$ cat src/rtl/serial_tx_uart.sv
`default_nettype none
// ============================================================================
// serial_tx_uart : byte FIFO + 8N1 UART transmitter with back-pressure
// Revision 1.0
// ============================================================================
module serial_tx_uart #(
   parameter int CLKS_PER_BIT = 434,
   parameter int FIFO_DEPTH   = 4
) (
   input  logic       clock,
   input  logic       reset,
   input  logic [7:0] wr_data,
   input  logic       wr_en,
   output logic       ready_out,
   output logic       tx_out,
   output logic       busy_out,
   output logic       overflow_out
);

   localparam int c_PTR_W = (FIFO_DEPTH > 1) ? $clog2(FIFO_DEPTH) : 1;
   localparam int c_CNT_W = (CLKS_PER_BIT > 1) ? $clog2(CLKS_PER_BIT) : 1;
   localparam logic [c_CNT_W-1:0] c_BIT_LAST = c_CNT_W'(CLKS_PER_BIT - 1);
   localparam logic [c_PTR_W:0]   c_DEPTH    = (c_PTR_W + 1)'(FIFO_DEPTH);

   typedef enum logic [1:0] {
      S_IDLE  = 2'd0,
      S_START = 2'd1,
      S_DATA  = 2'd2,
      S_STOP  = 2'd3
   } state_t;

   state_t               r_state;
   logic [7:0]           r_mem [FIFO_DEPTH];
   logic [c_PTR_W-1:0]   r_wr_ptr;
   logic [c_PTR_W-1:0]   r_rd_ptr;
   logic [c_PTR_W:0]     r_count;
   logic [7:0]           r_shift;
   logic [2:0]           r_bit_idx;
   logic [c_CNT_W-1:0]   r_clk_cnt;
   logic                 r_tx;
   logic                 r_overflow;

   logic                 w_push;
   logic                 w_pop;
   logic                 w_empty;
   logic                 w_bit_end;
   logic [7:0]           w_head;

   assign w_empty   = (r_count == '0);
   assign ready_out = (r_count < c_DEPTH);
   assign w_push    = wr_en && ready_out;
   assign w_bit_end = (r_clk_cnt == c_BIT_LAST);
   assign w_head    = r_mem[r_rd_ptr];
   // Pops happen only from IDLE or on the last stop-bit cycle, so frames chain without a gap.
   assign w_pop     = !w_empty && ((r_state == S_IDLE) || ((r_state == S_STOP) && w_bit_end));

   assign busy_out     = (r_state != S_IDLE) || !w_empty;
   assign tx_out       = r_tx;
   assign overflow_out = r_overflow;

   always_ff @(posedge clock) begin
      if (w_push) begin
         r_mem[r_wr_ptr] <= wr_data;
      end
   end

   always_ff @(posedge clock or negedge reset) begin
      if (!reset) begin
         r_wr_ptr   <= '0;
         r_rd_ptr   <= '0;
         r_count    <= '0;
         r_overflow <= 1'b0;
      end else begin
         if (w_push) begin
            r_wr_ptr <= r_wr_ptr + 1'b1;
         end
         if (w_pop) begin
            r_rd_ptr <= r_rd_ptr + 1'b1;
         end
         case ({w_push, w_pop})
            2'b10:   r_count <= r_count + 1'b1;
            2'b01:   r_count <= r_count - 1'b1;
            default: r_count <= r_count;
         endcase
         if (wr_en && !ready_out) begin
            r_overflow <= 1'b1;
         end
      end
   end

   always_ff @(posedge clock or negedge reset) begin
      if (!reset) begin
         r_state   <= S_IDLE;
         r_shift   <= '0;
         r_bit_idx <= '0;
         r_clk_cnt <= '0;
         r_tx      <= 1'b1;
      end else begin
         case (r_state)
            S_IDLE: begin
               r_tx      <= 1'b1;
               r_clk_cnt <= '0;
               if (w_pop) begin
                  r_shift   <= w_head;
                  r_bit_idx <= '0;
                  r_tx      <= 1'b0;
                  r_state   <= S_START;
               end
            end
            S_START: begin
               if (w_bit_end) begin
                  r_clk_cnt <= '0;
                  r_bit_idx <= '0;
                  r_tx      <= r_shift[0];
                  r_state   <= S_DATA;
               end else begin
                  r_clk_cnt <= r_clk_cnt + 1'b1;
               end
            end
            S_DATA: begin
               if (w_bit_end) begin
                  r_clk_cnt <= '0;
                  r_shift   <= {1'b0, r_shift[7:1]};
                  if (r_bit_idx == 3'd7) begin
                     r_tx    <= 1'b1;
                     r_state <= S_STOP;
                  end else begin
                     r_bit_idx <= r_bit_idx + 3'd1;
                     r_tx      <= r_shift[1];
                  end
               end else begin
                  r_clk_cnt <= r_clk_cnt + 1'b1;
               end
            end
            S_STOP: begin
               if (w_bit_end) begin
                  r_clk_cnt <= '0;
                  if (w_pop) begin
                     r_shift   <= w_head;
                     r_bit_idx <= '0;
                     r_tx      <= 1'b0;
                     r_state   <= S_START;
                  end else begin
                     r_state <= S_IDLE;
                  end
               end else begin
                  r_clk_cnt <= r_clk_cnt + 1'b1;
               end
            end
            default: r_state <= S_IDLE;
         endcase
      end
   end

endmodule
`default_nettype wire

$ cat config.mk
export PLATFORM = sky130hd
export DESIGN_NAME = serial_tx_uart
export DESIGN_NICKNAME = d
export VERILOG_FILES = /design/src/rtl/serial_tx_uart.sv
export SDC_FILE = /design/constraint.sdc
export NUM_CORES = 1
export LEC_CHECK = 0
export CAP_MARGIN = 0
export CORE_MARGIN = 5
export CORE_UTILIZATION = 24
export DETAILED_ROUTE_END_ITERATION = 6
export PLACE_DENSITY = 0.38
export SLEW_MARGIN = 5
export SYNTH_ARGS = -nofsm -noshare
export SYNTH_HDL_FRONTEND = slang
export SYNTH_SLANG_ARGS = --single-unit
$ cat constraint.sdc
create_clock -name clock -period 2.8 [get_ports clock]
set_input_delay 0.28 -clock clock [delete_from_list [all_inputs] [get_ports clock]]
set_output_delay 0.28 -clock clock [all_outputs]
set_load 0.005 [all_outputs]
# Word level (Yosys, flattened, before mapping)
# Memory sizes are Yosys's and may differ from the RTL's.
# Index checks and enable logic that the tools add are counted.
# totals
output_inout_bits,4
romBits,0
latchBits,0
elab_cells,78
input_bits,11
ramBits,32
reg_bits,31
memories,1
# mem_list
memory,words,word_bits,read_ports,rd_clocked_by_memory_dff,wr,line,rtl
r_mem,4,8,1,0,1,33,logic [7:0] r_mem [FIFO_DEPTH];
# classes
reduce_logical,18
shifts,0
div,0
eq_ne,14
addsub,6
n_bitwise,0
muxes,29
mul,0
order_cmp,1
# op_table
operator,n
$mux W8,3
$pmux W8 S3,1
$pmux W9 S2,1
$mux W3,5
$ne A2 B2 Y1 const B,7
$pmux W3 S4,1
$mux W2,5
$add A9 B1 Y9 const B,1
$eq A9 B9 Y1 const B,1
$mux W1,9
$mux W9,1
$pmux W2 S4,1
$reduce_and A4 Y1,2
$add A3 B1 Y3 const B,2
$eq A2 B2 Y1 const B,3
$pmux W3 S2,1
$reduce_and A5 Y1,1
$add A2 B1 Y2 const B,2
$eq A2 B1 Y1 const B,2
$logic_and A1 B1 Y1,4
$pmux W1 S4,1
$reduce_bool A2 Y1,2
$eq A3 B3 Y1 const B,1
$logic_not A3 Y1,1
8 further kinds,10

# Longest topological paths before layout
# Gate-level depths: netlist (run 1).
# depth
depth_word,7
ltp_mapped,10

# Worst setup path before layout (run 1)
# No wires, ideal clock.
# synth_timing
path_type,register -> register
start,register r_state[1]
end,register r_count[2]
path_stages_with_launch,10
setup_slack_ns,0.486
setup_ns,0.080
path_buffers,0
required_ns,2.720
arrival_time_ns,2.234
cell_sequence,dfrtp_1 -> ha_1 -> inv_1 -> o41ai_4 -> ha_1 -> inv_1 -> fa_1 -> xor2_1 -> nor2_1 -> xnor2_1
# synth_between
elab_chain_cells,6
elab_cells_between_ends,9
cone_classes,eq/ne: 3; mux: 1; reduce/logical: 5
# synth_lines
item,line,rtl
from (decl),32,state_t r_state;
from (signal assigned),93,r_state <= S_IDLE;
from (signal assigned),107,r_state <= S_START;
from (signal assigned),115,r_state <= S_DATA;
$eq A2 B2 Y1,55,assign w_pop = !w_empty && ((r_state == S_IDLE) || ((r_state == S_STOP) && w_bit_end));
$logic_and A1 B1 Y1,55,
$logic_or A1 B1 Y1 (*),55,
$logic_and A1 B1 Y1 (*),55,
via w_pop,44,logic w_pop;
$eq A2 B1 Y1 or $eq A2 B2 Y1 (tied branches),80,"case ({w_push, w_pop})"
$pmux W3 S2 or $reduce_bool A2 Y1 (tied branches),--,
to (signal assigned),81,2'b10: r_count <= r_count + 1'b1;
to (signal assigned),82,2'b01: r_count <= r_count - 1'b1;
to (signal assigned),83,default: r_count <= r_count;
to (decl),36,logic [c_PTR_W:0] r_count;
# The timed path passes the listed nets; every way through them passes the cells marked *.
# A chain may end at the register's enable or synchronous reset.

# Worst setup path in the final report (run 1)
# layout_timing
start,register r_clk_cnt[1]
end,register r_count[2]
# layout_between
elab_chain_cells,6
elab_cells_between_ends,8
cone_classes,eq/ne: 3; mux: 1; reduce/logical: 4
# layout_lines
item,line,rtl
from (decl),39,logic [c_CNT_W-1:0] r_clk_cnt;
from (signal assigned),117,r_clk_cnt <= r_clk_cnt + 1'b1;
from (signal assigned),132,r_clk_cnt <= r_clk_cnt + 1'b1;
from (signal assigned),147,r_clk_cnt <= r_clk_cnt + 1'b1;
$eq A9 B9 Y1 (*),52,assign w_bit_end = (r_clk_cnt == c_BIT_LAST);
$logic_and A1 B1 Y1 (*),55,
$logic_or A1 B1 Y1 (*),55,
$logic_and A1 B1 Y1 (*),55,
via w_pop,44,
$eq A2 B1 Y1 or $eq A2 B2 Y1 (tied branches),80,
$pmux W3 S2 or $reduce_bool A2 Y1 (tied branches),--,
# Marked as above.

==> results of run 1 <==
==> metal layers <==
metal	track usage	vias up	wire length [um]
li1	-	865	-
met1	0.1168	837	2884
met2	0.1244	15	2573
met3	0.02098	9	128
met4	0.04622	0	115
met5	0	-	0
==> worst register-to-register path, stage by stage, from the launching register on <==
cell and delay [ns]:
dfrtp_1 0.40, inv_1 0.07, ha_1 0.15, nand4b_2 0.25
o41ai_4 0.30, ha_1 0.24, inv_1 0.06, fa_1 0.37
xor2_1 0.15, nor2_1 0.11, xnor2_1 0.12
==> cell type report <==
cell class	count	area (um^2)	share of cell area
clock buffers	9	225.2	0.06259
clock inverters	7	55.05	0.01530
inverters	29	108.9	0.03025
multi-input cells	129	1076	0.2990
flip-flops and latches	63	1738	0.4830
well taps	168	210.2	0.05841
repair buffers	20	185.2	0.05146
==> sequential cells by signal, summed over array words and instances (netlist names) <==
signal and flops:
r_mem 32, r_bit_idx 3, overflow_out 1, r_state 2
r_rd_ptr 2, r_shift 8, tx_out 1, r_count 3
r_wr_ptr 2, r_clk_cnt 9
==> synthesized netlist by cell type, drive strengths merged (2+ instances only) <==
library cell,number,share of area
o22ai,2,0.0042
o31ai,2,0.0050
o21ai,9,0.015
edfxtp,32,0.32
xnor2,10,0.029
or2,3,0.0063
nor3,4,0.0067
ha,13,0.055
clkbuf,4,0.012
o221ai,6,0.018
o221a,2,0.010
nand2,19,0.024
xor2,3,0.0088
nand3,5,0.0084
nand2b,2,0.0042
nor2b,2,0.0042
mux4,8,0.062
inv,29,0.037
dfrtp,30,0.25
a22o,3,0.0088
buf,2,0.0076
nor2,15,0.019
and2,4,0.0084
==> through the flow <==
step	setup slack, ns	hold WS, ns	utilization	power (W)
2_1_floorplan	0.4861	-0.01559	-	0.002277
3_3_place_gp	0.5435	0.4387	0.2740	0.002608
3_5_place_dp	0.5082	0.4516	0.2740	0.002601
4_1_cts	0.4867	0.3786	0.2971	0.003670
5_1_grt	0.3086	0.4258	0.2971	0.003873
6_report	0.5093	0.3687	0.2971	0.003594
==> report_power, final <==
part	switching, W	total [W]	internal, W
logic	0.000633	0.00119	0.000558
clock network	0.000429	0.00104	0.000607
registers	0.000156	0.00137	0.00121
total	0.00122	0.00359	0.00238
==> worst paths after layout <==
path / endpoint / slack (ns) / cells past startpoint / from
worst max-delay path: r_count[2]$_DFFE_PN0P_ / 0.51 / 10 / r_clk_cnt[1]$_DFF_PN0_
worst min-delay path: overflow_out$_DFFE_PN0P_ / 0.37 / 2 / reset
worst max register to register: r_count[2]$_DFFE_PN0P_ / 0.51 / 10 / r_clk_cnt[1]$_DFF_PN0_
worst min register to register: overflow_out$_DFFE_PN0P_ / 0.46 / 1 / overflow_out$_DFFE_PN0P_
max in group asynchronous: tx_out$_DFFE_PN1P_ / 2.10 / 2 / reset
min in group clock: overflow_out$_DFFE_PN0P_ / 0.46 / 1 / overflow_out$_DFFE_PN0P_
==> cells by family (layout without fill, tap and decap cells) <==
group	after synthesis	in the layout	synth area share
multiplexers	10	10	0.06885
flip-flops	63	63	0.5831
AO/OA/AOI/OAI	32	32	0.09110
AND/OR/NAND/NOR	60	60	0.1016
XOR/XNOR	13	13	0.03820
adder cells (fa/ha/maj)	14	14	0.06129
buffers and inverters	35	65	0.05584
==> key figures, run 1 <==
CTS
  – Clock Tree Root: clkbuf_16
  – CTS Buffer Depth: 2
  – Post-CTS setup buffers: 0
  – CTS sink count: 63
  – Inserted Clock Buffers: 9
  – CTS Hold Bufs: 0
  – H-tree Lvls: 3
  – Clock Pin Slew Worst Setup and Hold Paths: 0.06 ns
  – Skew-Pair Late Insertion Delay: 0.32 ns
  – Post-cts gate resize count: 0
  – CTS tree: yes

Synth
  – Async S/R FF share, synth: 0.4921
  – Yosys cell types: 44
  – Syn Area/Cell: 13.13 um^2
  – #FFs+latches synth: 63
  – Primary FF master, synth: edfxtp_1
  – Mapped Area: 2980 um^2
  – Post-synth EDFFs: 32
  – Post-Syn Nets: 252
  – Synth Warn #: 0
  – Gate Count Post-Synth: 227
  – Post-synthesis sequential area ratio: 0.5831

Finish
  – Design area: 3598 um^2
  – Post-Layout Cell Count: 425
  – Commonest non-fill, non-tap cell in the layout: edfxtp_1
  – Fillers: 1284
  – Final nets: 277
  – Most frequent cells in the layout: edfxtp_1 (32), dfrtp_1 (30), inv_1 (29)
  – Ant diodes: 0
  – Layout cell share with drive strength beyond 1: 0.1479
  – Area Overhead vs Synth: 20.74%

Critical path
  – Delay of the slowest cell on the worst path: 0.40 ns
  – CP max-delay cell: dfrtp_1
  – Worst path bufs/invs: 2
  – Critical path class: reg2reg
  – Crit path capture type: flop
  – Crit path cell chain: inv_1 -> ha_1 -> nand4b_2 -> o41ai_4 -> ha_1 -> inv_1 -> fa_1 -> xor2_1 -> nor2_1 -> xnor2_1
  – CP required: 3.05 ns
  – CP Max Fanout: 8
  – Crit path DAT: 2.54 ns
  – CP startpoint kind: flop
  – CP delay by family, top: adder cells

Job
  – Max-cap check violation count: 0

Timing
  – RSZ-0062 raised after global routing: no
  – Maximum clock rate: 436.5 MHz
  – Period utilisation layout: 0.8181
  – Final Max Slew Viols: 0
  – Endpoints failing setup: 0
  – Fin Clk Skew: 0.005394 ns
  – Min cycle time layout: 2.291 ns
  – Setup TNS: 0 ns
  – Max-slew headroom: 0.5501
  – Final Hold Vio Count: 0
  – Slew @ Worst Pin: 0.6730 ns

Place
  – PortBufs: 14
  – Placed instance count: 409
  – Routability Congestion: 0.7946
  – Placed cell area: 3318 um^2
  – DP Wirelength: 3991 um

Global routing
  – Vias in the first global route: 1805
  – GRT Total Usage: 0.08569
  – Initial antenna violation count: 0
  – Total grt overflow: 0
  – Largest net degree at the start of global routing: 32
  – First-pass GRT wire length: 9556 um

Power
  – PwrDens: 998.8 nW/um^2
  – Leak pwr: 1.402 nW
  – Max VDD drop: 0.0003086 V

Routing
  – Via-to-Cell Ratio: 4.061
  – DRC Markers: 0
  – DR iter-0 viols: 50
  – Post-DR wirelength/cell: 13.41 um
  – Vias: 1726
  – Detail Route Antenna Nets: 0
  – Pre-antenna DRT Iters: 4
  – Final WL: 5701 um

Floorplanning
  – Die W: 121.4 um
  – Die Ht: 121.4 um
  – Die area: 14750 um^2
  – Rows: 40
  – Num ports: 15
  – Core area: 12110 um^2
  – Starting Density: 0.2461

Worst hold path
  – Worst hold path class: in2async

Outcome
  – Status: finished, final reports clean
Power figures use the tool's default switching activity.
==> run 2, diff against run 1 <==
clock period = 2.4 ns   (was 2.8 ns; I/O delays follow)
==> run 2 against run 1 <==
Combinational power grew 18%. Via count unchanged. Sequential power grew 17%. Power up 21%. Critical path depth decreased by 1. Hold slack lost 0.055 ns. Clock power grew 29%. Clock skew hardly changed. Die area is the same. Sequential share of layout area down 0.79 points.
==> key figures, run 2 (synthesized netlist as in run 1, its figures left out) <==
Power
  – P_int: 0.002906 W (+22%)
  – Clock group share of total power: 0.307 (+0.019)
  – Leak pwr: 1.434 nW (+2.3%)
  – Sw Ratio: 0.3312 (-0.007748)
  – Max VDD drop: 0.0004573 V (+48%)
  – Sw power: 0.001439 W (+18%)
  – PwrDens: 1188 nW/um^2 (+19%)
  – Seq pwr share: 0.368 (-0.012)
  – Combinational share of power: 0.325 (-0.006)

Routing
  – Final WL: 5726 um (+0.44%)
  – Post-DR wirelength/cell: 13.35 um (-0.50%)
  – DR WL met3: 169 um (+32%)
  – DR iter-0 viols: 53 (+6.0%)
  – Pre-antenna DRT Iters: 4 (unchanged)
  – Max Used Layer: met4
  – Vias: 1726 (unchanged)
  – Wl on met1: 2873 um (-0.38%)
  – Via-to-Cell Ratio: 4.023 (-0.93%)
  – Met2 wire len: 2548 um (-0.97%)
  – DRC Markers: 0 (unchanged)
  – Detail Route Antenna Nets: 0 (unchanged)

Floorplanning
  – Num ports: 15 (unchanged)
  – Die W: 121.4 um (unchanged)
  – Die area: 14750 um^2 (unchanged)
  – Core area: 12110 um^2 (unchanged)
  – Starting Density: 0.2461 (unchanged)
  – Rows: 40 (unchanged)
  – Die Ht: 121.4 um (unchanged)

Finish
  – Reg with most FFs: r_mem
  – Final core utilization: 0.3021 (+0.004959)
  – Final nets: 281 (+1.4%)
  – Fillers: 1252 (-2.5%)
  – Number of flip-flops in the largest register: 32 (unchanged)
  – Ant diodes: 0 (unchanged)
  – Most frequent cells in the layout: edfxtp_1 (32), dfrtp_1 (30), inv_1 (29)
  – Layout cell share with drive strength beyond 1: 0.1686 (+0.02072)
  – Biggest regs: r_mem: 32 flops, r_clk_cnt: 9 flops, r_shift: 8 flops
  – Commonest non-fill, non-tap cell in the layout: edfxtp_1
  – Area Overhead vs Synth: 22.75%

Timing
  – Final Hold Vio Count: 0 (unchanged)
  – Maximum clock rate: 445.7 MHz (+2.1%)
  – Final Max Slew Viols: 0 (unchanged)
  – Setup TNS: 0 ns (unchanged)
  – Min cycle time layout: 2.244 ns (-0.04712 ns)
  – Slew @ Worst Pin: 0.5470 ns (-0.1261 ns)
  – Endpoints failing setup: 0 (unchanged)
  – Fin Clk Skew: 0.005209 ns (-0.0001844 ns)
  – Max-slew headroom: 0.6326 (+0.08243)
  – RSZ-0062 raised after global routing: no
  – Period utilisation layout: 0.9348 (+0.1167)

Job
  – Max-cap check violation count: 0 (unchanged)

Critical path
  – Critical path class: reg2reg
  – Crit path capture type: flop
  – Reg2reg end: r_count[2]$_DFFE_PN0P_
  – Cells on worst reg2reg path: 9 (-1)
  – CP Max Fanout: 5 (-3)
  – CP startpoint kind: flop
  – R2r startpoint: r_state[1]$_DFFE_PN0P_
  – CP required: 2.65 ns (-0.40 ns)
  – R2R Setup Slk: 0.16 ns (-0.35 ns)
  – Crit path DAT: 2.50 ns (-0.04 ns)

Global routing
  – Largest net degree at the start of global routing: 32 (unchanged)
  – Initial antenna violation count: 0 (unchanged)
  – Vias in the first global route: 1811 (+0.33%)
  – First-pass GRT wire length: 9473 um (-0.87%)
  – GRT Total Usage: 0.08605 (+0.0003512)
  – Total grt overflow: 0 (unchanged)

CTS
  – Skew-Pair Late Insertion Delay: 0.33 ns (about the same)
  – Clock Tree Root: clkbuf_16
  – CTS tree: yes
  – CTS Buffer Depth: 2 (unchanged)
  – H-tree Lvls: 3 (unchanged)
  – Clock Pin Slew Worst Setup and Hold Paths: 0.06 ns (about the same)
  – Inserted Clock Buffers: 9 (unchanged)
  – CTS sink count: 63 (unchanged)

Worst hold path
  – Worst hold path class: in2async

Place
  – DP Wirelength: 3992 um (about the same)
  – PortBufs: 14 (unchanged)
  – Routability Congestion: 0.7670 (-3.5%)

Outcome
  – Status: finished, final reports clean
-- run 2: cell types whose count changed in the layout (fill, tap and decap cells not counted), sizes merged --
cell / change
buf: +4
bufinv: +1
clkinvlp: -1
-- run 2: worst max-delay path, cell delays in order, from the launching register on --
cell and delay [ns]:
dfrtp_1 0.40, ha_2 0.24, inv_1 0.11, o41ai_4 0.38
ha_2 0.25, inv_1 0.05, fa_1 0.37, xor2_1 0.15
nor2_1 0.11, xnor2_1 0.12
-- run 2: stage by stage --
step                      hold WS, ns  area [um^2]  cells  power, W  setup WS (ns)
final                          0.3141         3659    429  0.004345         0.1564
after global routing           0.3559         3659    429  0.004653        0.02428
after CTS                      0.3251         3646    428  0.004410        0.08896
after detailed placement       0.4536         3341    412  0.003042        0.09292
after global placement         0.4428         3341    412  0.003049         0.1441
after floorplan              -0.05559         2980    227  0.002657        0.08605
-- run 2: layer usage --
metal	vias up	track usage
li1	863	-
met1	829	0.1091
met2	25	0.1282
met3	9	0.02937
met4	0	0.04692
met5	-	0
-- run 2: worst max path at each step --
| stage | start | slack, ns | end | cells after the start |
|---|---|---|---|---|
| detailed placement | r_state[1]$_DFFE_PN0P_ | 0.09 | r_count[2]$_DFFE_PN0P_ | 9 |
| global placement | r_state[1]$_DFFE_PN0P_ | 0.14 | r_count[2]$_DFFE_PN0P_ | 9 |
| CTS | r_state[1]$_DFFE_PN0P_ | 0.09 | r_count[2]$_DFFE_PN0P_ | 9 |
| floorplan | r_state[1]$_DFFE_PN0P_ | 0.09 | r_count[2]$_DFFE_PN0P_ | 9 |
| finish | r_state[1]$_DFFE_PN0P_ | 0.16 | r_count[2]$_DFFE_PN0P_ | 9 |
| global route | r_state[1]$_DFFE_PN0P_ | 0.02 | r_count[2]$_DFFE_PN0P_ | 9 |
-- run 2: layout make-up --
cell class | count | area, um^2 | share of cell area
inverter | 29 | 108.9 | 0.02975
clock inverter | 7 | 80.08 | 0.02189
sequential | 63 | 1738 | 0.4750
multi-input combinational | 129 | 1081 | 0.2955
timing repair buffer | 24 | 215.2 | 0.05882
tap | 168 | 210.2 | 0.05746
clock buffer | 9 | 225.2 | 0.06156
-- run 2: power groups by stage --
| stage | combinational, W | clock [W] | sequential, W |
|---|---|---|---|
| global route | 0.00160 | 0.00142 | 0.00163 |
| finish | 0.00141 | 0.00134 | 0.00160 |
| floorplan | 0.00111 | 0 | 0.00154 |
| global placement | 0.00143 | 0 | 0.00162 |
| detailed placement | 0.00142 | 0 | 0.00162 |
| CTS | 0.00143 | 0.00138 | 0.00160 |
-- run 2: timing repair --
action,CTS,global route
hold buffers,0,0
resized for setup,0,2
setup endpoints to repair,0,1
buffers inserted,0,1
==> run 3, diff against run 2 <==
GPL_ROUTABILITY_DRIVEN = 0   (was unset)
==> results of run 3 <==
No change in the layout: final DEF, timing and power equal those of run 2.
